$ cat src/rtl/mcu_gpio_cmd_if.sv
// MCU GPIO command front-end: synchronises strobes, drives writes/start/reads.
// Optional feature macro MCU_IF_LOOPBACK_EN: gpio[5] level makes RD return last write.
module mcu_gpio_cmd_if #(
   parameter int GPIO_D    = 32,
   parameter int DATA_W    = 16,
   parameter int ADDR_W    = 10,
   parameter int KRN_DEPTH = 9,
   parameter int IMG_DEPTH = 1024
) (
   input  logic              i_CLK,
   input  logic              i_RST,
   input  logic [GPIO_D-1:0] i_gpio,
   output logic [GPIO_D-1:0] o_gpio,
   output logic              o_soft_rst,
   output logic              o_wr_valid,
   output logic              o_wr_sel,
   output logic [ADDR_W-1:0] o_wr_addr,
   output logic [DATA_W-1:0] o_wr_data,
   input  logic              i_wr_ready,
   output logic              o_start,
   input  logic              i_conv_done,
   input  logic              i_rd_valid,
   input  logic [DATA_W-1:0] i_rd_data,
   output logic              o_rd_ready,
   output logic              o_led
);

   typedef enum logic [1:0] {
      ST_IDLE = 2'b00,
      ST_RUN  = 2'b01,
      ST_DONE = 2'b10
   } state_t;

   localparam int PAD_W = GPIO_D - 5 - DATA_W;

   logic [GPIO_D-1:0] sync1_q;
   logic [GPIO_D-1:0] sync2_q;
   logic [4:0]        edge_q;
   logic [4:0]        stb_q;
   logic [DATA_W-1:0] pay_q;

   state_t            state_q;
   state_t            state_d;
   logic              ack_q;
   logic              udf_q;
   logic              err_q;
   logic [DATA_W-1:0] rd_data_q;
   logic [ADDR_W-1:0] krn_addr_q;
   logic [ADDR_W-1:0] img_addr_q;
   logic [ADDR_W-1:0] krn_nxt;
   logic [ADDR_W-1:0] img_nxt;

   logic              wr_req;
   logic              wr_bad;
   logic              wr_go;
   logic              wr_done;
   logic              err_set;
   logic              do_start;
   logic              unused_bits;

   assign unused_bits = ^sync2_q[GPIO_D-DATA_W-1:5];

   // Strobe bits use a third stage for edge detect; the pulse is registered
   // once more so commands act three edges after the MCU level is sampled.
   always_ff @(posedge i_CLK or negedge i_RST) begin
      if (!i_RST) begin
         sync1_q <= '0;
         sync2_q <= '0;
         edge_q  <= '0;
         stb_q   <= '0;
         pay_q   <= '0;
      end else begin
         sync1_q <= i_gpio;
         sync2_q <= sync1_q;
         edge_q  <= sync2_q[4:0];
         stb_q   <= sync2_q[4:0] & ~edge_q;
         pay_q   <= sync2_q[GPIO_D-1 -: DATA_W];
      end
   end

`ifdef MCU_IF_LOOPBACK_EN
   logic              lb_stb_q;
   logic [DATA_W-1:0] lb_q;

   always_ff @(posedge i_CLK or negedge i_RST) begin
      if (!i_RST) begin
         lb_stb_q <= 1'b0;
         lb_q     <= '0;
      end else begin
         lb_stb_q <= sync2_q[5];
         if (wr_done) begin
            lb_q <= o_wr_data;
         end
      end
   end
`endif

   assign wr_done = o_wr_valid & i_wr_ready;

   assign krn_nxt = (krn_addr_q == ADDR_W'(KRN_DEPTH - 1)) ?
                    '0 : krn_addr_q + ADDR_W'(1);
   assign img_nxt = (img_addr_q == ADDR_W'(IMG_DEPTH - 1)) ?
                    '0 : img_addr_q + ADDR_W'(1);

   always_comb begin
      wr_req   = stb_q[1] | stb_q[4];
      wr_bad   = wr_req & (o_wr_valid | (stb_q[1] & stb_q[4]) |
                           (state_q == ST_RUN));
      wr_go    = wr_req & ~wr_bad & ~stb_q[0];
      err_set  = 1'b0;
      do_start = 1'b0;
      state_d  = state_q;
      if (stb_q[0]) begin
         state_d = ST_IDLE;
      end else begin
         err_set = wr_bad;
         unique case (state_q)
            ST_IDLE: begin
               if (stb_q[3]) begin
                  state_d  = ST_RUN;
                  do_start = 1'b1;
               end
            end
            ST_RUN: begin
               if (stb_q[3]) begin
                  err_set = 1'b1;
               end
               if (i_conv_done) begin
                  state_d = ST_DONE;
               end
            end
            ST_DONE: begin
               if (stb_q[3]) begin
                  state_d  = ST_RUN;
                  do_start = 1'b1;
               end else if (wr_go) begin
                  state_d = ST_IDLE;
               end
            end
            default: state_d = ST_IDLE;
         endcase
      end
   end

   always_ff @(posedge i_CLK or negedge i_RST) begin
      if (!i_RST) begin
         state_q <= ST_IDLE;
      end else begin
         state_q <= state_d;
      end
   end

   always_ff @(posedge i_CLK or negedge i_RST) begin
      if (!i_RST) begin
         o_start    <= 1'b0;
         o_soft_rst <= 1'b0;
         o_rd_ready <= 1'b0;
         o_wr_valid <= 1'b0;
         o_wr_sel   <= 1'b0;
         o_wr_addr  <= '0;
         o_wr_data  <= '0;
         krn_addr_q <= '0;
         img_addr_q <= '0;
         ack_q      <= 1'b0;
         udf_q      <= 1'b0;
         err_q      <= 1'b0;
         rd_data_q  <= '0;
      end else begin
         o_start    <= do_start;
         o_soft_rst <= stb_q[0];
         o_rd_ready <= 1'b0;
         if (stb_q[0]) begin
            // Soft reset abandons any pending write; only ack survives.
            o_wr_valid <= 1'b0;
            krn_addr_q <= '0;
            img_addr_q <= '0;
            udf_q      <= 1'b0;
            err_q      <= 1'b0;
            rd_data_q  <= '0;
         end else begin
            if (err_set) begin
               err_q <= 1'b1;
            end
            if (wr_done) begin
               o_wr_valid <= 1'b0;
               if (o_wr_sel) begin
                  krn_addr_q <= krn_nxt;
               end else begin
                  img_addr_q <= img_nxt;
               end
            end
            if (wr_go) begin
               o_wr_valid <= 1'b1;
               o_wr_sel   <= stb_q[1];
               o_wr_addr  <= stb_q[1] ? krn_addr_q : img_addr_q;
               o_wr_data  <= pay_q;
            end
            if (stb_q[2]) begin
               ack_q <= ~ack_q;
`ifdef MCU_IF_LOOPBACK_EN
               if (lb_stb_q) begin
                  rd_data_q <= lb_q;
                  udf_q     <= 1'b0;
               end else
`endif
               if (i_rd_valid) begin
                  o_rd_ready <= 1'b1;
                  rd_data_q  <= i_rd_data;
                  udf_q      <= 1'b0;
               end else begin
                  udf_q <= 1'b1;
               end
            end
         end
      end
   end

   assign o_led  = (state_q == ST_DONE);
   assign o_gpio = {ack_q, udf_q, err_q, state_q, {PAD_W{1'b0}}, rd_data_q};

endmodule

$ cat config.mk
export PLATFORM = sky130hd
export DESIGN_NAME = mcu_gpio_cmd_if
export DESIGN_NICKNAME = d
export VERILOG_FILES = /design/src/rtl/mcu_gpio_cmd_if.sv
export SDC_FILE = /design/constraint.sdc
export NUM_CORES = 1
export LEC_CHECK = 0
export CORE_MARGIN = 4
export CORE_UTILIZATION = 25
export CTS_CLUSTER_DIAMETER = 100
export DETAILED_ROUTE_END_ITERATION = 12
export MAX_ROUTING_LAYER = met4
export PLACE_DENSITY_LB_ADDON = 0.25
export SETUP_SLACK_MARGIN = 0.2
export SYNTH_ARGS = -nofsm -noshare
export SYNTH_HDL_FRONTEND = slang
export SYNTH_SLANG_ARGS = --single-unit
$ cat constraint.sdc
create_clock -name i_CLK -period 1.9 [get_ports i_CLK]
set_input_delay 0.475 -clock i_CLK [delete_from_list [all_inputs] [get_ports i_CLK]]
set_output_delay 0.475 -clock i_CLK [all_outputs]
set_load 0.01 [all_outputs]
## Word-level counts from Yosys, hierarchy flattened

Cells that the tools add are included.
Widths: inputs -> output; s select.

- Bits of input ports: 53
- Bits in registers: 162

- Bitwise operators: 13
- Muxes and demuxes: 35
- Equality and inequality tests: 8
- Reduce and logical (&&, ||, !) cells: 14
- Add/subtract/negate cells: 2

Operators with widths:

| cell | count |
|---|---|
| $mux 10 | 9 |
| $mux 16 | 3 |
| $add 10x1->10 const B | 2 |
| $mux 1 | 17 |
| $eq 10x10->1 const B | 1 |
| $eq 10x4->1 const B | 1 |
| $mux 2 | 5 |
| $reduce_and 2->1 | 5 |
| $reduce_bool 2->1 | 5 |
| $ne 3x3->1 const B | 2 |
| $pmux 2 s3 | 1 |
| $and 1x1->1 | 5 |
| $and 5x5->5 | 1 |
| $not 5->5 | 1 |
| $ne 4x1->1 const B | 1 |
| $not 1->1 | 3 |
| $or 1x1->1 | 3 |
| $reduce_and 3->1 | 1 |
| $reduce_bool 3->1 | 1 |
| $eq 2x1->1 const B | 1 |
| $eq 2x2->1 const B | 1 |
| $logic_not 2->1 | 1 |
| $ne 2x1->1 const B | 1 |
| $reduce_or 2->1 | 1 |

## Depth between registers and ports, before layout

- Depth in word-level cells: 11
- Gate-level depth with buffers: 6

## Worst setup path before layout

OpenSTA, ideal clock, no wires.

- Path type: reg-to-reg
- From: register stb_q[1]
- To: register o_wr_data[10]
- Data arrival time: 1,657 ps
- Path slack: 118 ps
- Cell stages (with the launch flop): 6
- Setup time: 125 ps
- Path through: dfrtp_1 -> buf_4 -> xnor2_1 -> nor4_4 -> buf_6 -> mux2_2

- Word-level cells in the longest chain between the ends: 8
- Elaborated cells on any way between the ends: 9
- Classes of those cells: bitwise (8); reduce/logical (1)

Ends and longest elaborated chain:

| item | line | text |
|---|---|---|
| start: declaration | 39 | `logic [4:0] stb_q;` |
| start signal: assignment | 76 | `stb_q <= sync2_q[4:0] & ~edge_q;` |
| $and 1x1->1 | 107 | `wr_bad = wr_req & (o_wr_valid \| (stb_q[1] & stb_q[4]) \|` |
| $or 1x1->1 (2 in a row) | 107 |  |
| $and 1x1->1 | 107 |  |
| $not 1->1 | 109 | `wr_go = wr_req & ~wr_bad & ~stb_q[0];` |
| $and 1x1->1 (*) (2 in a row) | 109 |  |
| $reduce_and 2->1 (no source line) (*) | -- |  |
| end signal: assignment | 196 | `o_wr_data <= pay_q;` |
| end: declaration | 18 | `output logic [DATA_W-1:0] o_wr_data,` |

Every way passes the cells marked *; elsewhere a longest branch is shown, timed or not.
A chain may end at the register's enable or synchronous reset.

## Worst setup path after layout

- From: register o_wr_valid
- To: register o_wr_data[3]

- Word-level cells in the longest chain between the ends: 7

Ends and longest elaborated chain:

| item | line | text |
|---|---|---|
| start: declaration | 15 | `output logic o_wr_valid,` |
| start signal: assignment | 158 | `o_wr_valid <= 1'b0;` |
| start signal: assignment | 174 | `o_wr_valid <= 1'b0;` |
| start signal: assignment | 185 | `o_wr_valid <= 1'b0;` |
| $or 1x1->1 (2 in a row) | 107 |  |
| $and 1x1->1 | 107 |  |
| $not 1->1 | 109 |  |
| $and 1x1->1 (2 in a row) | 109 |  |
| $reduce_and 2->1 (no source line) | -- |  |

Every way passes these cells.

==> impl_metrics.prom <==
# TYPE chip_impl_metric gauge
chip_impl_info{name="cpLargestDelayFamily",value="buffers and inverters"} 1
chip_impl_info{name="cp-end-kind",value="register"} 1
chip_impl_metric{name="numCtsBuffers",unit=""} 17
chip_impl_metric{name="mean_routed_wirelength_per_cell",unit="um"} 13.4
chip_impl_metric{name="gr-usage-all-layers",unit=""} 0.0995
chip_impl_info{name="cts_root_buffer",value="clkbuf_16"} 1
chip_impl_metric{name="number_of_antenna_violations_at_the_first_check_in_global_routing",unit=""} 0
chip_impl_metric{name="overall_die_area",unit="sq um"} 22100
chip_impl_metric{name="layout.area.seq",unit="sq um"} 3510
chip_impl_info{name="rsz_0062_raised_after_global_routing",value="yes"} 1
chip_impl_info{name="timing.critical_path.from_type",value="register"} 1
chip_impl_metric{name="ys.warnings.count",unit=""} 0
chip_impl_metric{name="grt_start_max_net_pins",unit=""} 41
chip_impl_info{name="layout_commonest_cell",value="dfrtp_1"} 1
chip_impl_metric{name="drive_above_1_share",unit=""} 0.168
chip_impl_metric{name="required",unit="ps"} 2190
chip_impl_metric{name="count_of_standard_cell_rows",unit=""} 51
chip_impl_metric{name="layout_overhead_on_the_synthesized_area",unit="%"} 37.2
chip_impl_metric{name="sum_of_buffers_and_inverters_on_the_critical_path",unit=""} 2
chip_impl_metric{name="clock-skew-final",unit="ps"} 7.65
chip_impl_metric{name="initial_core_util",unit=""} 0.254
chip_impl_metric{name="path_max_fanout",unit=""} 11
chip_impl_metric{name="hold_violations",unit=""} 0
chip_impl_metric{name="antenna_cells_inserted",unit=""} 0
chip_impl_info{name="layout.cells.most_common_list",value="138 x dfrtp_1, 51 x dlygate4sd2_1, 40 x clkdlybuf4s50_1"} 1
chip_impl_metric{name="die-width",unit="um"} 149
chip_impl_metric{name="place_area",unit="sq um"} 6280
chip_impl_metric{name="synth_edf_count",unit=""} 0
chip_impl_metric{name="finish.instance_area",unit="sq um"} 6780
chip_impl_metric{name="post_layout_nonfiller_instances",unit=""} 747
chip_impl_metric{name="fin_crit",unit="ps"} 1670
chip_impl_metric{name="max_freq",unit="MHz"} 600
chip_impl_metric{name="yosys_register_bits",unit=""} 140
chip_impl_metric{name="clock_sinks",unit=""} 140
chip_impl_info{name="crit_path_top_delay_cell",value="dfrtp_2"} 1
chip_impl_metric{name="drtAntennaViolNets",unit=""} 0
chip_impl_metric{name="setup_violations",unit=""} 0
chip_impl_metric{name="synthDistinctLibCells",unit=""} 45
chip_impl_info{name="timing.setup.critical_path_class",value="register to register"} 1
chip_impl_metric{name="relSlewSlack",unit=""} 0.599
chip_impl_metric{name="final-max-slew-violation-count",unit=""} 0
chip_impl_metric{name="netlist_instances",unit=""} 351
chip_impl_metric{name="avgSynthCellArea",unit="sq um"} 14.1
chip_impl_info{name="synth_ff_type",value="dfrtp_1"} 1
chip_impl_metric{name="design.core.area",unit="sq um"} 19500
chip_impl_metric{name="fin_setup_tns",unit="ps"} 0
chip_impl_metric{name="detailed_place_hpwl",unit="um"} 6860
chip_impl_info{name="cpMostUsedCell",value="buf_4"} 1
chip_impl_metric{name="routed-via-count",unit=""} 3038
chip_impl_metric{name="detail_route.iter0.violations",unit=""} 182
chip_impl_metric{name="fillerInstances",unit=""} 1930
chip_impl_metric{name="grt_pass1_wl",unit="um"} 16400
chip_impl_metric{name="synth-async-reset-ratio",unit=""} 1.00
chip_impl_metric{name="post_detailed_route_drc_marker_count",unit=""} 0
chip_impl_metric{name="fp.dieH",unit="um"} 149
chip_impl_metric{name="worst_path_largest_cell_delay",unit="ps"} 440
chip_impl_metric{name="num-nets-final",unit=""} 526
chip_impl_metric{name="placed_cells",unit=""} 714
chip_impl_metric{name="area_used_by_multi_input_combinational_logic",unit="sq um"} 1310
chip_impl_metric{name="io_buffers",unit=""} 94
chip_impl_metric{name="via_count_of_the_first_global_routing_pass",unit=""} 3167
chip_impl_metric{name="insertion_delay",unit="ps"} 410
chip_impl_metric{name="irDropWorstVdd",unit="mV"} 0.636
chip_impl_info{name="worstHoldPathType",value="register to register"} 1
chip_impl_metric{name="wl",unit="um"} 9980
chip_impl_metric{name="static_power_due_to_leakage",unit="nW"} 3.06
chip_impl_metric{name="maxCapViolations",unit=""} 0
chip_impl_metric{name="seq_area_frac_synth",unit=""} 0.709
chip_impl_info{name="outcome",value="finished clean"} 1
chip_impl_metric{name="tightest_slew",unit="ps"} 601
chip_impl_metric{name="clock_tree.htree_level_count",unit=""} 4
chip_impl_info{name="crit_chain",value="buf_4 > nor4_4 > buf_4 > mux2_2"} 1
chip_impl_metric{name="routed_via_density",unit=""} 4.07
chip_impl_metric{name="globalRouteOverflowTotal",unit=""} 0
chip_impl_metric{name="gp_congestion",unit=""} 0.833
chip_impl_metric{name="synth_area",unit="sq um"} 4940
chip_impl_metric{name="critical_path_arrival",unit="ps"} 1960
chip_impl_metric{name="cts_clk_pin_slew_worst_paths",unit="ps"} 60
chip_impl_metric{name="clk_path_buf_depth",unit=""} 2
chip_impl_metric{name="power_density",unit="nW/um^2"} 1120
chip_impl_metric{name="dr.pass1.iters",unit=""} 4
chip_impl_metric{name="min_period_over_period",unit=""} 0.877
chip_impl_metric{name="pin_count",unit=""} 117
chip_impl_info{name="cts_tree",value="yes"} 1
-- stage by stage --
stage	hold WS (ps)	setup slack [ps]	total power, mW	utilization
after global routing	347	156	8.03	0.348
after global placement	332	-64.2	4.89	0.323
after floorplan	179	144	4.11	-
after CTS	348	36.3	7.79	0.348
final	346	234	7.61	0.348
after detailed placement	335	-103	4.92	0.323
-- worst paths after layout --
check / from / endpoint / slack [ps] / depth (start not counted)
max in group asynchronous: i_RST / stb_q[2] / 780 / 3
max: o_wr_valid / o_wr_data[3] / 230 / 4
min in group asynchronous: i_RST / sync1_q[18] / 560 / 2
max reg2reg: o_wr_valid / o_wr_data[3] / 230 / 4
min: sync2_q[23] / pay_q[7] / 350 / 0
min reg2reg: sync2_q[23] / pay_q[7] / 350 / 0
-- routing by layer --
layer | track usage | wire length, um | up-vias
li1 | - | - | 1418
met1 | 0.129 | 4530 | 1514
met2 | 0.140 | 4610 | 99
met3 | 0.0393 | 735 | 7
met4 | 0.0397 | 104 | 0
met5 | - | 0 | -
-- power breakdown --
part           leakage (nW)  total [mW]  switching (mW)  internal [mW]
Sequential             1.73        3.52           0.182           3.33
Clock                 0.252        2.97            1.27           1.70
Combinational          1.09        1.13           0.532          0.594
-- sequential cells by signal (all words and copies together) (netlist names), 2 cells and up --
register and count:
img_addr_q 10, pay_q 16, edge_q 5, state_q 2, sync2_q 21, o_wr_data 16, rd_data_q 16, krn_addr_q 10
o_wr_addr 10, stb_q 5, sync1_q 21
-- Yosys cell counts (4+ instances only) --
| cell | number | share of area |
|---|---|---|
| a21oi_1 | 22 | 0.022 |
| a22o_1 | 16 | 0.028 |
| buf_4 | 17 | 0.026 |
| dfrtp_1 | 140 | 0.71 |
| inv_1 | 6 | 0.0046 |
| mux2_2 | 17 | 0.039 |
| mux2i_1 | 10 | 0.020 |
| nand2_1 | 11 | 0.0084 |
| nand3_1 | 7 | 0.0071 |
| nor2_1 | 30 | 0.023 |
| nor2b_1 | 7 | 0.0089 |
| nor3_1 | 4 | 0.0041 |
| o21ai_0 | 4 | 0.0041 |
| xnor2_1 | 9 | 0.016 |
| xor2_1 | 6 | 0.011 |
-- cell type report --
type / instances / share of cell area
well taps: 265 / 0.0489
inverters: 6 / 0.00332
clock buffers: 18 / 0.0648
clock inverters: 13 / 0.0140
repair buffers: 115 / 0.159
flip-flops and latches: 140 / 0.517
multi-input cells: 190 / 0.193
-- cells by family after synthesis --
logic type                 Yosys count  share of synthesized area
buffers and inverters               31                     0.0385
adders and majority gates            4                    0.00963
xor gates and xnor gates            15                     0.0266
DFF                                140                      0.709
and+or+nand+nor                     84                     0.0907
other                                1                   0.000759
muxes                               27                     0.0590
AOI/OAI and AO/OA                   49                     0.0654
-- what timing repair did --
item                                    4_1_cts  5_1_grt
hold buffers                                  1        0
endpoints found under the setup margin       59       23
setup buffers                                 1        0
resized for setup                            57        5
endpoints found under the hold margin        36        0
(Power assumes the default switching activity.)
==> RTL edit: new RTL, same flow settings <==
Build with the macro `MCU_IF_LOOPBACK_EN` defined.
--- a/src/rtl/mcu_gpio_cmd_if.sv
+++ b/src/rtl/mcu_gpio_cmd_if.sv
@@ -1,5 +1,7 @@
 // MCU GPIO command front-end: synchronises strobes, drives writes/start/reads.
 // Optional feature macro MCU_IF_LOOPBACK_EN: gpio[5] level makes RD return last write.
+`define MCU_IF_LOOPBACK_EN
+
 module mcu_gpio_cmd_if #(
    parameter int GPIO_D    = 32,
    parameter int DATA_W    = 16,
Formal check against the unedited RTL: not equivalent (Yosys sat finds a counterexample within 10 cycles, from zero or initial values and one cycle with i_RST low).
==> RTL edit against the original RTL <==
Worst setup slack got worse by 0.074 ns. Largest power group unchanged. Die area rose by 17%. Fmax fell by 4.3%. Non-clock buffer count rose by 7. Critical endpoint is now krn_addr_q[0]$_DFFE_PN0P_. First-iteration DRC count rose by 6.6%. Highest routed layer unchanged. Sequential cell count rose by 19. Design area rose by 17%. Area after synthesis rose by 18%. Wire length rose by 29%. Total power rose by 24%.
==> RTL edit: results (changes against the original RTL) <==
| Metric | Value |
|---|---|
| CTS Buf Count | `17 (unchanged)` |
| First-pass DRT Iterations | `4 (unchanged)` |
| Nets | `598 (+14%)` |
| GR Util All Layers | `10.6% (+0.66 points)` |
| Filler Cells Inserted | `2248 (+16%)` |
| Status | `complete, no violations` |
| Pin count of the biggest net entering global routing | `47 (+15%)` |
| Synth Area in XOR/XNOR | `2.56% (-0.10 points)` |
| Synth cell types | `44 (-2.2%)` |
| Final setup skew | `0.00632 ns (-0.00133 ns)` |
| Hold depth | `0 (unchanged)` |
| Longest Clk Path Bufs | `2 (unchanged)` |
| Synth Area in Compound Gates | `4.99% (-1.5 points)` |
| DR WL/cell | `14.9 µm (+11%)` |
| Multiplexer share of the synthesized area | `10.9% (+5.0 points)` |
| Worst setup endpoint | `krn_addr_q[0]$_DFFE_PN0P_` |
| Vias per cell | `4.09 (+0.59%)` |
| Reg2Reg Depth | `6 (+2)` |
| Routed WL | `12900 µm (+29%)` |
| Cell Area, Placed | `0.00725 mm² (+15%)` |
| Root buffer cell | `clkbuf_16` |
| # port buffers | `95 (+1.1%)` |
| Clk_lat worst skew | `0.41 ns (about the same)` |
| Max IR drop VDD | `0.000585 V (-8.1%)` |
| Arrival time at the worst endpoint | `2.07 ns (+0.11 ns)` |
| Setup TNS | `0 ns (unchanged)` |
| GP Congestion | `0.760 (-8.8%)` |
| Layout cells sized above 1 | `19.5% (+2.7 points)` |
| Clk pin slew, worst setup/hold paths | `0.07 ns` |
| Top FF cell, synth | `dfrtp_1` |
| ANT cells | `0 (unchanged)` |
| HP Class | `flop to flop` |
| Yosys warns | `0 (unchanged)` |
| Area contributors post-synth | `dfrtp_1, mux2_2, mux2i_1, buf_4, o31ai_1` |
| NetSw | `0.00276 W (+39%)` |
| First-pass GRT wire length | `21100 µm (+28%)` |
| Cells after DPL | `828 (+16%)` |
| Top fanout value on the critical path | `3 (-8)` |
| Initial antenna violation count | `0 (unchanged)` |
| Hold endpoint | `sync2_q[28]$_DFF_PN0_` |
| Registers with the most flip-flops | `sync1_q: 22 flops, sync2_q: 22 flops` |
| Reg2reg start | `krn_addr_q[0]$_DFFE_PN0P_` |
| Hpwl dp | `8910 µm (+30%)` |
| Initial DRC Count | `194 (+6.6%)` |
| H-tree lvl count | `4 (unchanged)` |
| Seq/Total Area, Yosys | `68.4% (-2.6 points)` |
| Mapped Avg Cell Area | `13.8 µm² (-2.0%)` |
| Setup CP Type | `flop to flop` |
| Vias in the first global route | `3786 (+20%)` |
| Slack of the worst reg-to-reg path | `0.16 ns (-0.07 ns)` |
| Post-synth ARST share | `100% (unchanged)` |
| Hold Startpoint | `sync1_q[28]$_DFF_PN0_` |
| Post-synth top cells | `dfrtp_1, mux2_2, nand2_1, nor2_1, mux2i_1` |
| Pleak | `3.54 nW (+16%)` |
| Synth Area in Adders | `0.817% (-0.15 points)` |
-- RTL edit: changes by cell type after synthesis, moves of 6 or more --
cell     delta
mux2i_1    +16
a21oi_1     -6
o31ai_1    +15
dfrtp_1    +19
mux2_2     +16
a22o_1     -16
nand2_1    +20
-- RTL edit: power by group through the flow --
stage / logic (W) / clock network [W] / registers, W
after floorplan: 0.000782 / 0 / 0.00445
after global placement: 0.00189 / 0 / 0.00440
after detailed placement: 0.00192 / 0 / 0.00443
after CTS: 0.00172 / 0.00352 / 0.00434
after global routing: 0.00188 / 0.00368 / 0.00443
final: 0.00172 / 0.00340 / 0.00433
-- RTL edit: layer usage --
metal / share of wire (%) / global-route usage, % / routed length, µm / vias to the layer above
li1: - / - / - / 1675
met5: 0 / - / 0 / -
met3: 4.3 / 2.95 / 559 / 17
met1: 45 / 13.4 / 5810 / 1779
met2: 48 / 16.1 / 6250 / 80
met4: 2.3 / 4.34 / 293 / 0
-- RTL edit: cell type report --
cell class / count / area, µm² / area share [%]
Multi-Input combinational cell: 237 / 1740 / 22.0
Clock inverter: 15 / 188 / 2.38
Inverter: 5 / 18.8 / 0.238
Clock buffer: 17 / 425 / 5.38
Timing Repair Buffer: 122 / 1160 / 14.6
Tap cell: 313 / 392 / 4.96
Sequential cell: 159 / 3980 / 50.4
-- RTL edit: logic make-up (layout without fill, tap and decap cells) --
| logic type | count (synthesis) | count (layout) |
|---|---|---|
| flip-flops | 159 | 159 |
| AND/OR/NAND/NOR | 101 | 101 |
| other | 1 | 11 |
| multiplexers | 59 | 59 |
| XOR/XNOR | 17 | 17 |
| AO/OA/AOI/OAI | 45 | 45 |
| adder cells (fa/ha/maj) | 4 | 4 |
| buffers and inverters | 36 | 159 |
-- RTL edit: worst max-delay path: stages, from the launching register on --
cell and delay [ns]:
dfrtp_1 0.35, inv_1 0.06, ha_2 0.19, nor4b_1 0.13, and4b_1 0.23, or4b_4 0.53
o21ai_2 0.17
-- RTL edit: per-stage QoR --
stage	power (W)	worst slack, ns	hold WS, ns
6_report	0.00945	0.160	0.347
2_1_floorplan	0.00523	0.121	0.179
5_1_grt	0.00998	0.115	0.354
3_5_place_dp	0.00635	-0.194	0.335
3_3_place_gp	0.00629	-0.149	0.332
4_1_cts	0.00959	0.0593	0.348
-- RTL edit: timing repair --
item                                    in CTS  in global routing
pin swaps                                    3                  0
hold buffers                                 1                  0
endpoints found under the setup margin      60                 24
buffers inserted                             1                  4
endpoints found under the hold margin       28                  0
gates cloned                                 0                  2
resized for setup                           61                  8
